**src/rtl/riscv_mem_arbiter_pkg.sv**
```systemverilog
// Shared types and helpers for the fetch/data memory arbiter.
// Owner encoding doubles as the index of the port in the two-bit request/grant vectors.
package riscv_mem_arbiter_pkg;

  localparam int ARB_ST_LEN = 2;
  localparam int ARB_PORT_I = 0;
  localparam int ARB_PORT_D = 1;

  typedef enum logic [ARB_ST_LEN-1:0] {
    ARB_ST_IDLE = 2'd0,
    ARB_ST_WAIT = 2'd1,
    ARB_ST_RESP = 2'd2
  } arb_state_e;

  typedef enum logic {
    ARB_OWNER_I = 1'b0,
    ARB_OWNER_D = 1'b1
  } arb_owner_e;

  // Fetches never drive byte enables; data accesses pass theirs through.
  function automatic logic [3:0] arb_mem_be(input logic is_d, input logic [3:0] be);
    return is_d ? be : 4'b0000;
  endfunction

endpackage

```
**src/rtl/riscv_mem_arbiter_rr_pick2.sv**
```systemverilog
// Two-way round-robin picker: a single requester always wins, a tie goes to the
// port that did not win last time. Purely combinational; history lives in the parent.
module riscv_rr_pick2
  import riscv_mem_arbiter_pkg::*;
(
  input  logic [1:0] req,
  input  logic       last_owner,
  output logic [1:0] gnt
);

  logic w_tie;

  assign w_tie = &req;

  assign gnt[ARB_PORT_I] = req[ARB_PORT_I] & (~w_tie | (last_owner == ARB_OWNER_D));
  assign gnt[ARB_PORT_D] = req[ARB_PORT_D] & (~w_tie | (last_owner == ARB_OWNER_I));

endmodule

```
**src/rtl/riscv_mem_arbiter.sv**
```systemverilog
// Shares one single-port synchronous RAM between instruction fetch and data access,
// one outstanding access at a time, with a fixed memory read latency of MEM_LAT cycles.
//
// state | meaning
// IDLE  | nothing in flight, grants open
// WAIT  | granted access in flight, counting down the memory latency
// RESP  | one-cycle response pulse to the owner, grants open again
module riscv_mem_arbiter
  import riscv_mem_arbiter_pkg::*;
#(
  parameter int ADDR_W  = 14,
  parameter int MEM_LAT = 1
) (
  input  logic              clk,
  input  logic              rst,
  input  logic              i_req,
  input  logic [31:0]       i_addr,
  output logic              i_gnt,
  output logic              i_rvalid,
  output logic [31:0]       i_rdata,
  input  logic              d_req,
  input  logic              d_we,
  input  logic [3:0]        d_be,
  input  logic [31:0]       d_addr,
  input  logic [31:0]       d_wdata,
  output logic              d_gnt,
  output logic              d_rvalid,
  output logic [31:0]       d_rdata,
  output logic              m_en,
  output logic              m_we,
  output logic [3:0]        m_be,
  output logic [ADDR_W-1:0] m_addr,
  output logic [31:0]       m_wdata,
  input  logic [31:0]       m_rdata,
  output logic              busy
);

  localparam int               CNT_W    = $clog2(MEM_LAT + 1);
  localparam logic [CNT_W-1:0] CNT_LOAD = CNT_W'(MEM_LAT - 1);

  arb_state_e       r_state;
  arb_owner_e       r_last_owner;
  logic [CNT_W-1:0] r_cnt;
  logic             r_rd_capture;
  logic             r_i_rvalid;
  logic             r_d_rvalid;
  logic             r_busy;
  logic [31:0]      r_i_rdata;
  logic [31:0]      r_d_rdata;

  logic             w_open;
  logic [1:0]       w_req;
  logic [1:0]       w_gnt;
  logic             w_any;
  logic             w_is_d;
  logic             w_unused;

  // Reset also closes the grant path so nothing reaches the RAM while rst is high.
  assign w_open = ~rst & ((r_state == ARB_ST_IDLE) | (r_state == ARB_ST_RESP));
  assign w_req  = {d_req, i_req} & {2{w_open}};

  riscv_rr_pick2 u_pick (
    .req        (w_req),
    .last_owner (r_last_owner),
    .gnt        (w_gnt)
  );

  assign w_any  = |w_gnt;
  assign w_is_d = w_gnt[ARB_PORT_D];

  assign i_gnt   = w_gnt[ARB_PORT_I];
  assign d_gnt   = w_gnt[ARB_PORT_D];
  assign m_en    = w_any;
  assign m_we    = w_is_d & d_we;
  assign m_be    = arb_mem_be(w_is_d, d_be);
  assign m_addr  = w_is_d ? d_addr[ADDR_W+1:2] : i_addr[ADDR_W+1:2];
  assign m_wdata = w_is_d ? d_wdata : 32'h0;

  assign i_rvalid = r_i_rvalid;
  assign d_rvalid = r_d_rvalid;
  assign i_rdata  = r_i_rdata;
  assign d_rdata  = r_d_rdata;
  assign busy     = r_busy;

  // Byte-lane bits and the bits above the RAM window are deliberately dropped.
  assign w_unused = ^{i_addr[31:ADDR_W+2], i_addr[1:0], d_addr[31:ADDR_W+2], d_addr[1:0]};

  always_ff @(posedge clk or posedge rst) begin
    if (rst) begin
      r_state      <= ARB_ST_IDLE;
      r_last_owner <= ARB_OWNER_D;
      r_cnt        <= '0;
      r_rd_capture <= 1'b0;
      r_i_rvalid   <= 1'b0;
      r_d_rvalid   <= 1'b0;
      r_busy       <= 1'b0;
      r_i_rdata    <= 32'h0;
      r_d_rdata    <= 32'h0;
    end else begin
      r_i_rvalid <= 1'b0;
      r_d_rvalid <= 1'b0;
      case (r_state)
        ARB_ST_IDLE, ARB_ST_RESP: begin
          if (w_any) begin
            r_state      <= ARB_ST_WAIT;
            r_cnt        <= CNT_LOAD;
            r_busy       <= 1'b1;
            r_last_owner <= w_is_d ? ARB_OWNER_D : ARB_OWNER_I;
            r_rd_capture <= ~(w_is_d & d_we);
          end else begin
            r_state <= ARB_ST_IDLE;
          end
        end
        ARB_ST_WAIT: begin
          if (r_cnt == '0) begin
            // Last latency cycle: m_rdata is valid now and lands in the owner's register.
            r_state <= ARB_ST_RESP;
            r_busy  <= 1'b0;
            if (r_last_owner == ARB_OWNER_I) begin
              r_i_rvalid <= 1'b1;
              r_i_rdata  <= m_rdata;
            end else begin
              r_d_rvalid <= 1'b1;
              if (r_rd_capture) begin
                r_d_rdata <= m_rdata;
              end
            end
          end else begin
            r_cnt <= r_cnt - 1'b1;
          end
        end
        default: begin
          r_state <= ARB_ST_IDLE;
          r_busy  <= 1'b0;
        end
      endcase
    end
  end

endmodule
```
**config.mk**
```make
export PLATFORM = sky130hd
export DESIGN_NAME = riscv_mem_arbiter
export DESIGN_NICKNAME = d
export VERILOG_FILES = /design/src/rtl/riscv_mem_arbiter_pkg.sv /design/src/rtl/riscv_mem_arbiter_rr_pick2.sv /design/src/rtl/riscv_mem_arbiter.sv
export SDC_FILE = /design/constraint.sdc
export NUM_CORES = 1
export LEC_CHECK = 0
export ABC_CLOCK_PERIOD_IN_PS = 2500
export CAP_MARGIN = 15
export CORE_ASPECT_RATIO = 0.8
export CORE_MARGIN = 4
export CORE_UTILIZATION = 33
export CTS_BUF_LIST = sky130_fd_sc_hd__clkbuf_4
export DETAILED_ROUTE_END_ITERATION = 6
export HOLD_SLACK_MARGIN = 0.08
export PLACE_DENSITY = 0.82
export SLEW_MARGIN = 20
export SYNTH_ARGS = -nofsm -noshare
export SYNTH_HDL_FRONTEND = slang
export SYNTH_HIERARCHICAL = 1
export SYNTH_SLANG_ARGS = --single-unit
```
**constraint.sdc**
```tcl
create_clock -name clk -period 2.5 [get_ports clk]
set_input_delay 0.375 -clock clk [delete_from_list [all_inputs] [get_ports clk]]
set_output_delay 0.375 -clock clk [all_outputs]
set_load 0.1 [all_outputs]
```
==> key figures <==
Global routing
  – Pin count of the biggest net entering global routing: 46
  – Vias in the first global route: 2,868
  – GRT Total Usage: 0.175
  – Global-route wire length before repair: 14.9 mm
  – Initial antenna violation count: 0
  – Total global routing overflow: 0

Outcome
  – Status: completed

Route
  – Post-route DRC: 0
  – Final wirelength: 10.0 mm
  – Via count: 2,613
  – Antenna Nets Post-Route: 0
  – WL per Instance: 17.5 um
  – Initial DRC Count: 56
  – DR vias/cell: 4.58
  – First-pass detailed-route iteration total: 4

Setup path
  – Worst Reg-to-Reg Cells: 3
  – Arr. time, crit path: 2.02 ns
  – Top delay family on crit path: flip-flops
  – Startpoint types: register
  – CP most frequent cell: buf_12
  – Reg-to-reg endpoint: d_rdata[31]
  – Crit path largest cell delay: 0.43 ns
  – Required time worst endpoint: 2.12 ns
  – Crit-path cells: nor3b_4 > a21boi_4 > buf_12 > mux2_2 > buf_12
  – Critical path class: register to output port
  – CP endpoint kind: output port
  – CP max-delay cell: dfrtp_1
  – CP bufs+invs: 2
  – R2R Path Start: r_last_owner
  – Reg2Reg Setup Slack: 0.58 ns
  – Worst-path fanout max: 16

Placed design
  – Port bufs: 221
  – Pre-CTS setup slack: 0.0295 ns
  – GPL Wtd Cong: 0.747
  – HPWL after DPL: 8.14 mm

Final layout
  – Most frequent cells in the layout: clkdlybuf4s50_1, buf_4, dfrtp_1, mux2_2, buf_12
  – ANT cells: 0
  – Area growth, synth to finish: 99.6%
  – Final #Nets: 588
  – Most common cell after layout, fill and taps aside: clkdlybuf4s50_1
  – Layout cell share with drive strength beyond 1: 0.596

Die
  – Die extent in y: 94.9 um
  – Ports: 258
  – Initial core utilization: 0.341
  – FP Rows: 31
  – CORE AREA: 9110 um2
  – Die Area: 11,100 um2
  – DIE WIDTH: 117 um

Clocking
  – H-tree Lvls: 3
  – CTS tree: built
  – Root Driver: clkbuf_4
  – CTS Buf Count: 9
  – Clk_lat worst skew: 0.41 ns
  – Clk buf depth: 2
  – CTS clk-pin slew, worst paths: 0.13 ns
  – Sink Count: 71

Min path
  – Hold/Removal Path Class: input port to async pin

Yosys
  – Register area share after synthesis: 0.571
  – Post-synth cell types: 22
  – Synth Instances: 219
  – Synthesized cell area: 3110 um2
  – Syn Nets: 356
  – Seq cells post-synth: 71
  – Ys Warns: 6
  – Syn avg cell area: 14.2 um2

STA
  – Worst slew pin tran: 0.580 ns
  – Max Freq: 418 MHz
  – Setup Skew: 0.0137 ns
  – Final setup violating endpoints: 0
  – Relative slew slack: 0.612
  – Max Slew Vio Count: 0
  – Final Cycle Share: 0.957
  – Setup ws final: 0.108 ns
  – Fin crit period: 2.39 ns
  – Final Hold Vio Count: 0
  – Unrepaired setup endpoints after global routing: no

Flow run
  – Max cap viols: 0
==> metal layers <==
metal | GRT usage | vias to the layer above | share of wire
li1 | - | 1210 | -
met1 | 0.192 | 1277 | 0.35
met2 | 0.318 | 113 | 0.54
met3 | 0.0660 | 13 | 0.097
met4 | 0.0458 | 0 | 0.014
met5 | 0 | - | 0
==> kinds of logic (layout without fill, tap and decap cells) <==
kind of cell	Yosys count	count (layout)	synth area share
buffers and inverters	17	254	0.0310
AOI/OAI and AO/OA	5	5	0.0125
DFF	71	71	0.571
and+or+nand+nor	48	48	0.103
muxes	78	78	0.282
==> metrics by stage <==
stage	setup TNS [ns]	instance area [um2]	util	hold slack, ns	std cells
after floorplan	-0.641	3320	-	0.480	219
after global placement	0	6060	0.665	0.490	554
after detailed placement	0	6060	0.665	0.496	554
after CTS	0	6200	0.680	0.419	570
after global routing	0	6210	0.681	0.112	571
final	0	6210	0.681	0.115	571
==> area by class of cell <==
class	instances	area (um2)
Timing Repair Buffer	234	2730
Inverter	4	15.0
Multi-Input combinational cell	131	1410
Sequential cell	71	1780
Fill cell	671	2910
Clock buffer	9	67.6
Clock inverter	7	71.3
Tap cell	115	144
==> repair_timing <==
action	in CTS	in global routing
gates resized for setup	0	2
setup endpoints to repair	0	33
hold buffers	0	0
setup buffers	0	1
==> cells in the mapped netlist <==
cell      instances  area share
a21boi_0          1      0.0024
o21ba_2           1      0.0032
nand2b_1          1      0.0020
buf_2             5      0.0080
nand4b_2          1      0.0048
clkbuf_1          4      0.0048
a21boi_1          1      0.0024
inv_1             4      0.0048
and2_1           38       0.076
dfstp_2           1      0.0084
buf_4             1      0.0024
nor3b_1           2      0.0048
dfrtp_1          70        0.56
buf_6             3       0.011
nor2_1            1      0.0012
or2_2             1      0.0020
nor3b_4           1      0.0060
mux2_2           78        0.28
o21ai_0           1      0.0016
nor3_1            1      0.0016
o22a_1            1      0.0028
nor2b_1           2      0.0040
==> sequential cells by signal, summed over array words and instances, names as in the netlist <==
signal,count
d_rdata,32
d_rvalid,1
r_state,2
i_rvalid,1
r_last_owner,1
i_rdata,32
r_rd_capture,1
busy,1
==> worst register-to-register path: stages, from the launching register on <==
cell	delay, ns
dfstp_2	0.66
nand4b_2	0.50
buf_12	0.38
mux2_2	0.29
==> how the worst max path moves through the flow <==
stage	startpoint	endpoint	slack, ns	depth (start not counted)
6_report	r_state[0]	m_addr[0]	0.11	5
4_1_cts	rst	m_wdata[0]	0.02	7
5_1_grt	r_state[0]	m_addr[1]	0.002	5
3_5_place_dp	rst	m_wdata[0]	0.03	7
3_3_place_gp	rst	m_be[3]	0.06	7
2_1_floorplan	r_state[0]	m_addr[10]	-0.05	6
Power is left out: the tool's default activity adds up to more than one toggle a clock period on the data nets, which glitch-free logic cannot reach.
